## config.mk

```make
export PLATFORM = sky130hd
export DESIGN_NAME = shake_squeeze_ctrl
export DESIGN_NICKNAME = d
export VERILOG_FILES = /design/src/rtl/shake_pkg.sv /design/src/rtl/shake_sq_skid.sv /design/src/rtl/shake_squeeze_ctrl.sv
export SDC_FILE = /design/constraint.sdc
export NUM_CORES = 1
export LEC_CHECK = 0
export ABC_AREA = 0
export CAP_MARGIN = 25
export CORE_AREA = 2 2 140 88
export DETAILED_ROUTE_END_ITERATION = 16
export DIE_AREA = 0 0 142 90
export GPL_TIMING_DRIVEN = 0
export MAX_ROUTING_LAYER = met4
export PLACE_DENSITY = 0.78
export SYNTH_ARGS = -nofsm -noshare
export SYNTH_HDL_FRONTEND = slang
export SYNTH_HIERARCHICAL = 1
export SYNTH_SLANG_ARGS = --single-unit
```

## constraint.sdc

```tcl
create_clock -name clk -period 2.68 [get_ports clk]
set_clock_uncertainty 0.15 [all_clocks]
set_input_delay 0.402 -clock clk [delete_from_list [all_inputs] [get_ports clk]]
set_output_delay 0.402 -clock clk [all_outputs]
set_load 0.03 [all_outputs]
```

## src/rtl/shake_pkg.sv

```systemverilog
// Shared types for the SHAKE squeeze controller: mode and FSM enums, rate sizes, rate lookup.
package shake_pkg;

  localparam int RATE128_WORDS = 42;
  localparam int RATE256_WORDS = 34;

  typedef enum logic {
    SHAKE128 = 1'b0,
    SHAKE256 = 1'b1
  } shake_mode_e;

  typedef enum logic [2:0] {
    IDLE     = 3'd0,
    WAIT_RDY = 3'd1,
    READ     = 3'd2,
    PERMUTE  = 3'd3,
    DRAIN    = 3'd4,
    DONE     = 3'd5
  } sq_state_e;

  // PERMUTE is a three-step handshake: pulse next, see the core go busy, see it come back.
  typedef enum logic [1:0] {
    PH_PULSE   = 2'd0,
    PH_WAIT_LO = 2'd1,
    PH_WAIT_HI = 2'd2
  } perm_phase_e;

  function automatic logic [6:0] rate_words(input shake_mode_e m);
    return (m == SHAKE256) ? 7'(RATE256_WORDS) : 7'(RATE128_WORDS);
  endfunction

endpackage

```

## src/rtl/shake_sq_skid.sv

```systemverilog
// Two-entry FIFO holding returned core words (data + last flag) until the consumer accepts them.
module shake_sq_skid #(
  parameter int W = 33
) (
  input  logic         clk,
  input  logic         rst_n,
  input  logic         push,
  input  logic [W-1:0] din,
  input  logic         pop,
  output logic [W-1:0] dout,
  output logic [1:0]   count
);

  logic [W-1:0] r_mem [2];
  logic         r_wr_ptr;
  logic         r_rd_ptr;
  logic [1:0]   r_cnt;
  logic         w_push;
  logic         w_pop;

  assign w_pop  = pop && (r_cnt != 2'd0);
  assign w_push = push && ((r_cnt != 2'd2) || w_pop);

  always_ff @(posedge clk or negedge rst_n) begin
    if (!rst_n) begin
      for (int i = 0; i < 2; i++) r_mem[i] <= '0;
      r_wr_ptr <= 1'b0;
      r_rd_ptr <= 1'b0;
      r_cnt    <= 2'd0;
    end else begin
      if (w_push) begin
        r_mem[r_wr_ptr] <= din;
        r_wr_ptr        <= ~r_wr_ptr;
      end
      if (w_pop) r_rd_ptr <= ~r_rd_ptr;
      case ({w_push, w_pop})
        2'b10:   r_cnt <= r_cnt + 2'd1;
        2'b01:   r_cnt <= r_cnt - 2'd1;
        default: r_cnt <= r_cnt;
      endcase
    end
  end

  assign dout  = r_mem[r_rd_ptr];
  assign count = r_cnt;

endmodule

```

## src/rtl/shake_squeeze_ctrl.sv

```systemverilog
// SHAKE squeeze controller: streams rate words from the sha3 core, permuting between blocks.
// Define SHAKE_SQ_BSWAP_EN to byte-reverse each word for big-endian consumers.
module shake_squeeze_ctrl
  import shake_pkg::*;
#(
  parameter int LEN_W   = 16,
  parameter int CORE_AW = 7
) (
  input  logic               clk,
  input  logic               rst_n,
  input  logic               start,
  input  logic               mode,
  input  logic [LEN_W-1:0]   out_len,
  input  logic               core_ready,
  input  logic [31:0]        core_dout,
  output logic [CORE_AW-1:0] core_addr,
  output logic               core_next,
  output logic [31:0]        m_data,
  output logic               m_valid,
  input  logic               m_ready,
  output logic               m_last,
  output logic               busy,
  output logic               done
);

  sq_state_e    r_state;
  sq_state_e    w_state_next;
  perm_phase_e  r_phase;
  shake_mode_e  r_mode;
  logic [LEN_W-1:0] r_len;
  logic [LEN_W-1:0] r_rd_cnt;
  logic [6:0]   r_idx;
  logic         r_in_flight;
  logic         r_flight_last;

  logic [6:0]   w_rate;
  logic         w_all_read;
  logic         w_blk_end;
  logic         w_issue;
  logic [1:0]   w_skid_cnt;
  logic [31:0]  w_dout_sw;
  logic [32:0]  w_head;

`ifdef SHAKE_SQ_BSWAP_EN
  assign w_dout_sw = {core_dout[7:0], core_dout[15:8], core_dout[23:16], core_dout[31:24]};
`else
  assign w_dout_sw = core_dout;
`endif

  assign w_rate     = rate_words(r_mode);
  assign w_all_read = (r_rd_cnt == r_len);
  assign w_blk_end  = (r_idx == w_rate);
  // At most two words outstanding (in flight + buffered) so the skid can never overflow.
  assign w_issue    = (r_state == READ) && !w_all_read && !w_blk_end &&
                      (({1'b0, r_in_flight} + w_skid_cnt) < 2'd2);

  always_ff @(posedge clk or negedge rst_n) begin
    if (!rst_n) r_state <= IDLE;
    else        r_state <= w_state_next;
  end

  always_comb begin
    w_state_next = r_state;
    case (r_state)
      IDLE:     if (start) w_state_next = (out_len == '0) ? DONE : WAIT_RDY;
      WAIT_RDY: if (core_ready) w_state_next = READ;
      READ: begin
        if (w_all_read)                    w_state_next = DRAIN;
        else if (w_blk_end && !r_in_flight) w_state_next = PERMUTE;
      end
      PERMUTE:  if (r_phase == PH_WAIT_HI && core_ready) w_state_next = READ;
      DRAIN:    if (w_skid_cnt == 2'd0 && !r_in_flight) w_state_next = DONE;
      DONE:     w_state_next = IDLE;
      default:  w_state_next = IDLE;
    endcase
  end

  always_comb begin
    core_next = (r_state == PERMUTE) && (r_phase == PH_PULSE);
    busy      = (r_state != IDLE);
    done      = (r_state == DONE);
    core_addr = CORE_AW'(r_idx);
  end

  always_ff @(posedge clk or negedge rst_n) begin
    if (!rst_n) begin
      r_phase       <= PH_PULSE;
      r_mode        <= SHAKE128;
      r_len         <= '0;
      r_rd_cnt      <= '0;
      r_idx         <= '0;
      r_in_flight   <= 1'b0;
      r_flight_last <= 1'b0;
    end else begin
      if (r_state == IDLE && start) begin
        r_mode   <= shake_mode_e'(mode);
        r_len    <= out_len;
        r_rd_cnt <= '0;
        r_idx    <= '0;
      end
      r_in_flight <= w_issue;
      if (w_issue) begin
        r_rd_cnt      <= r_rd_cnt + LEN_W'(1);
        r_idx         <= r_idx + 7'd1;
        r_flight_last <= (r_rd_cnt == r_len - LEN_W'(1));
      end
      if (r_state != PERMUTE) begin
        r_phase <= PH_PULSE;
      end else begin
        case (r_phase)
          PH_PULSE:   r_phase <= PH_WAIT_LO;
          PH_WAIT_LO: if (!core_ready) r_phase <= PH_WAIT_HI;
          default:    r_phase <= r_phase;
        endcase
        if (w_state_next == READ) r_idx <= '0;
      end
    end
  end

  shake_sq_skid #(.W(33)) u_skid (
    .clk   (clk),
    .rst_n (rst_n),
    .push  (r_in_flight),
    .din   ({r_flight_last, w_dout_sw}),
    .pop   (m_valid && m_ready),
    .dout  (w_head),
    .count (w_skid_cnt)
  );

  assign m_valid = (w_skid_cnt != 2'd0);
  assign m_data  = w_head[31:0];
  assign m_last  = w_head[32];

endmodule

```

==> impl_metrics.toml, run 1 <==
[sta]
period_needed_ns = 2.63
relSlewSlack_pct = 39.2
slew_violations = 0
finalSetupViolCount = 0
fmax_mhz = 380
fin_crit_sh_pct = 98.2
hold_viol = 0
worstMarginPinSlew_ns = 0.904
rsz0062_at_grt = "yes"

[global_routing]
groute.usage.overall_pct = 24.9
top_usage_layer = "met2"
grt_pass1_wl_um = 24300
grt_overflow = 0
use_met3_pct = 6.02
use_met2_pct = 36.3
antenna_found_initial = 0
grt_start_max_net_pins = 60
grt.met1_usage_pct = 34.7
grt_pass1_vias = 4712

[yosys]
synthXorXnorAreaFrac_pct = 4.96
synthAdderAreaFrac_pct = 1.03
ys.flop_type = "dfrtp_1"
yosys.area_share.simple_pct = 15.6
syn_area_mm2 = 0.00608
synth_edf_count = 0
synth_mux_area_share_pct = 19.8
synth_area_leaders = "dfrtp_1 48%, mux2_2 17%, nand2_1 4.8%"
ys_types = 61
yosys.area.top_type_share_pct = 48.2
synth_top_family_by_area = "multiplexers"
synth.avg_cell_area_um2 = 11.3
syn_inst = 539
yosysTopAreaCell = "dfrtp_1"
synth_compound_area_share_pct = 6.86
yosysSeqAreaShare_pct = 48.2
synth-seq-cells = 117
synthArstFlopShare_pct = 100
yosysMostFrequentCell = "dfrtp_1"
synth.top_cells.by_count = "117 x dfrtp_1, 93 x mux2_2, 77 x nand2_1"
syn_nets = 598
yosys_warnings = 6

[status]
status = "complete, no violations"

[route]
drt_iter0_markers = 353
detail_route.vias_per_cell = 5.67
ant_nets = 0
vias = 4625
drt_wl_total_um = 14500
firstDrtPassIters = 5
drcViolationCount = 0
wl_per_cell_um = 17.8

[cts]
cts_made_buffers = 17
clock_path_buffers = 2
clkTransAtPathRegs_ns = 0.06
cts_setup_buffers = 0
root_buffer = "clkbuf_16"
cts.htree.levels = 4
cts_tree = "yes"
worstSkewPairLatency_ns = 0.41
cts_sinks = 117

[floorplanning]
die_x_um = 142
initial_core_util_pct = 52.4
die_y_um = 90
rows = 31
io_pins = 98
dieArea_mm2 = 0.0128
core_mm2 = 0.0116

[power_and_ir_drop]
seqPwrFrac_pct = 30.1
p_leak_nw = 3.42
intPower_mw = 6.23
power_switching_mw = 4.06
swShare_pct = 39.5
peakVddDrop_v = 0.000717
pwr-share-clk_pct = 22.1
power_mw = 10.3
power_frac_comb_pct = 47.8
p_per_area_mw_per_mm2 = 1300

[worst_setup_path]
cp_data_required_time_ns = 2.13
critPathKind = "register to primary output"
endpoint_kind = "primary output"
path_max_fanout = 10
arrival_ns = 2.08
start_kind = "register"

[placement]
place.gp.congestion = 0.924
place_area_mm2 = 0.00726
hpwlAfterDp_um = 10600
io_buffer_count = 97

[cells_and_area]
drive_gt1_share_pct = 23.8
nets = 714
final_core_util_pct = 68.1
area_delta_synth_final_pct = 30.0
diodes = 0
fin_area_mm2 = 0.00790

[job]
maxCapViolations = 0

[min_path]
hold_path_class = "register to register"
==> worst max-delay path, stage by stage (launching register included) <==
cell,delay [ns]
dfrtp_2,0.46
buf_4,0.24
mux2_2,0.37
clkdlybuf4s50_1,0.59
==> registers in the layout (all words and copies together), names as in the netlist <==
register,flops
core_addr,7
r_flight_last,1
r_in_flight,1
r_len,16
r_mode,1
r_phase,2
r_rd_cnt,16
r_state,3
u_skid/count,2
u_skid/r_mem,66
u_skid/r_rd_ptr,1
u_skid/r_wr_ptr,1
==> layout make-up <==
cell class	instances	area (um2)
repair buffers	99	1030
plain buffers	26	183
flip-flops and latches	117	2930
multi-input cells	386	2960
clock inverters	15	169
clock buffers	17	425
well taps	148	185
fillers	798	3690
inverters	8	30.0
==> placed cells by master (no fill, tap or decap), types with 6 or more instances in the layout <==
cell type          n
a21oi_1            9
and3_1             9
buf_6              9
clkbuf_1          10
clkbuf_16         17
clkdlybuf4s50_1   85
dfrtp_1          116
dlymetal6s2s_1     9
inv_1              7
inv_6              6
mux2_1             7
mux2_2            93
mux2i_1            8
nand2_1           77
nand3_1           16
nand4_1            7
nor2_1            15
nor3_1            12
nor4_1             8
o21ai_0           12
xnor2_1           18
xor2_1             8
==> path summary, 6_finish.rpt <==
path	startpoint	endpoint	slack, ns	cells after the start
setup / recovery	u_skid/r_rd_ptr	m_data[14]	0.05	3
hold / removal	u_skid/r_mem[42]	u_skid/r_mem[42]	0.34	1
setup reg to reg	r_len[0]	r_flight_last	0.11	8
hold reg to reg	u_skid/r_mem[42]	u_skid/r_mem[42]	0.34	1
max in group asynchronous	rst_n	u_skid/r_mem[11]	1.15	3
min in group asynchronous	rst_n	r_len[15]	0.47	2
==> what timing repair did <==
item / CTS / global route
endpoints found under the setup margin: 37 / 16
pin swaps: 0 / 1
hold endpoints to repair: 58 / 0
hold buffers: 1 / 0
gates resized for setup: 7 / 10
==> cell families after synthesis <==
logic type / Yosys count
AOI/OAI and AO/OA: 60
adders and majority gates: 5
xor gates and xnor gates: 31
muxes: 108
DFF: 117
and+or+nand+nor: 182
buffers and inverters: 36
==> power by group through the flow <==
stage / clock network (mW) / registers, mW / logic (mW)
detailed placement: 0 / 3.09 / 4.92
CTS: 2.30 / 3.09 / 4.95
global route: 2.39 / 3.20 / 5.27
global placement: 0 / 3.01 / 4.78
finish: 2.27 / 3.10 / 4.92
floorplan: 0 / 2.97 / 3.39
==> metal layers <==
layer  up-vias  share of wire [%]
met5         -                  0
met4         0                1.5
met3        23                5.4
met2       131                 45
met1      2308                 48
li1       2163                  -
==> per-stage QoR <==
step           instances  setup TNS, ns  hold WS [ns]  worst slack [ns]
2_1_floorplan        539              0       -0.0436             0.397
3_3_place_gp         784        -375.25         0.314             -3.21
3_5_place_dp         785         -0.111         0.326           -0.0391
4_1_cts              817              0         0.338            0.0281
5_1_grt              816       -0.00664         0.353          -0.00664
6_report             816              0         0.337            0.0488
Note: power is estimated with default switching activity, not from simulation.
==> run 2: changes to the inputs <==
--- a/config.mk
+++ b/config.mk
@@ -8,6 +8,7 @@
 export ABC_AREA = 0
 export CAP_MARGIN = 25
 export CORE_AREA = 2 2 140 88
+export CTS_BUF_LIST = sky130_fd_sc_hd__clkbuf_16
 export DETAILED_ROUTE_END_ITERATION = 16
 export DIE_AREA = 0 0 142 90
 export GPL_TIMING_DRIVEN = 0
==> results of run 2 <==
No change in the layout: final DEF, timing and power equal those of run 1.
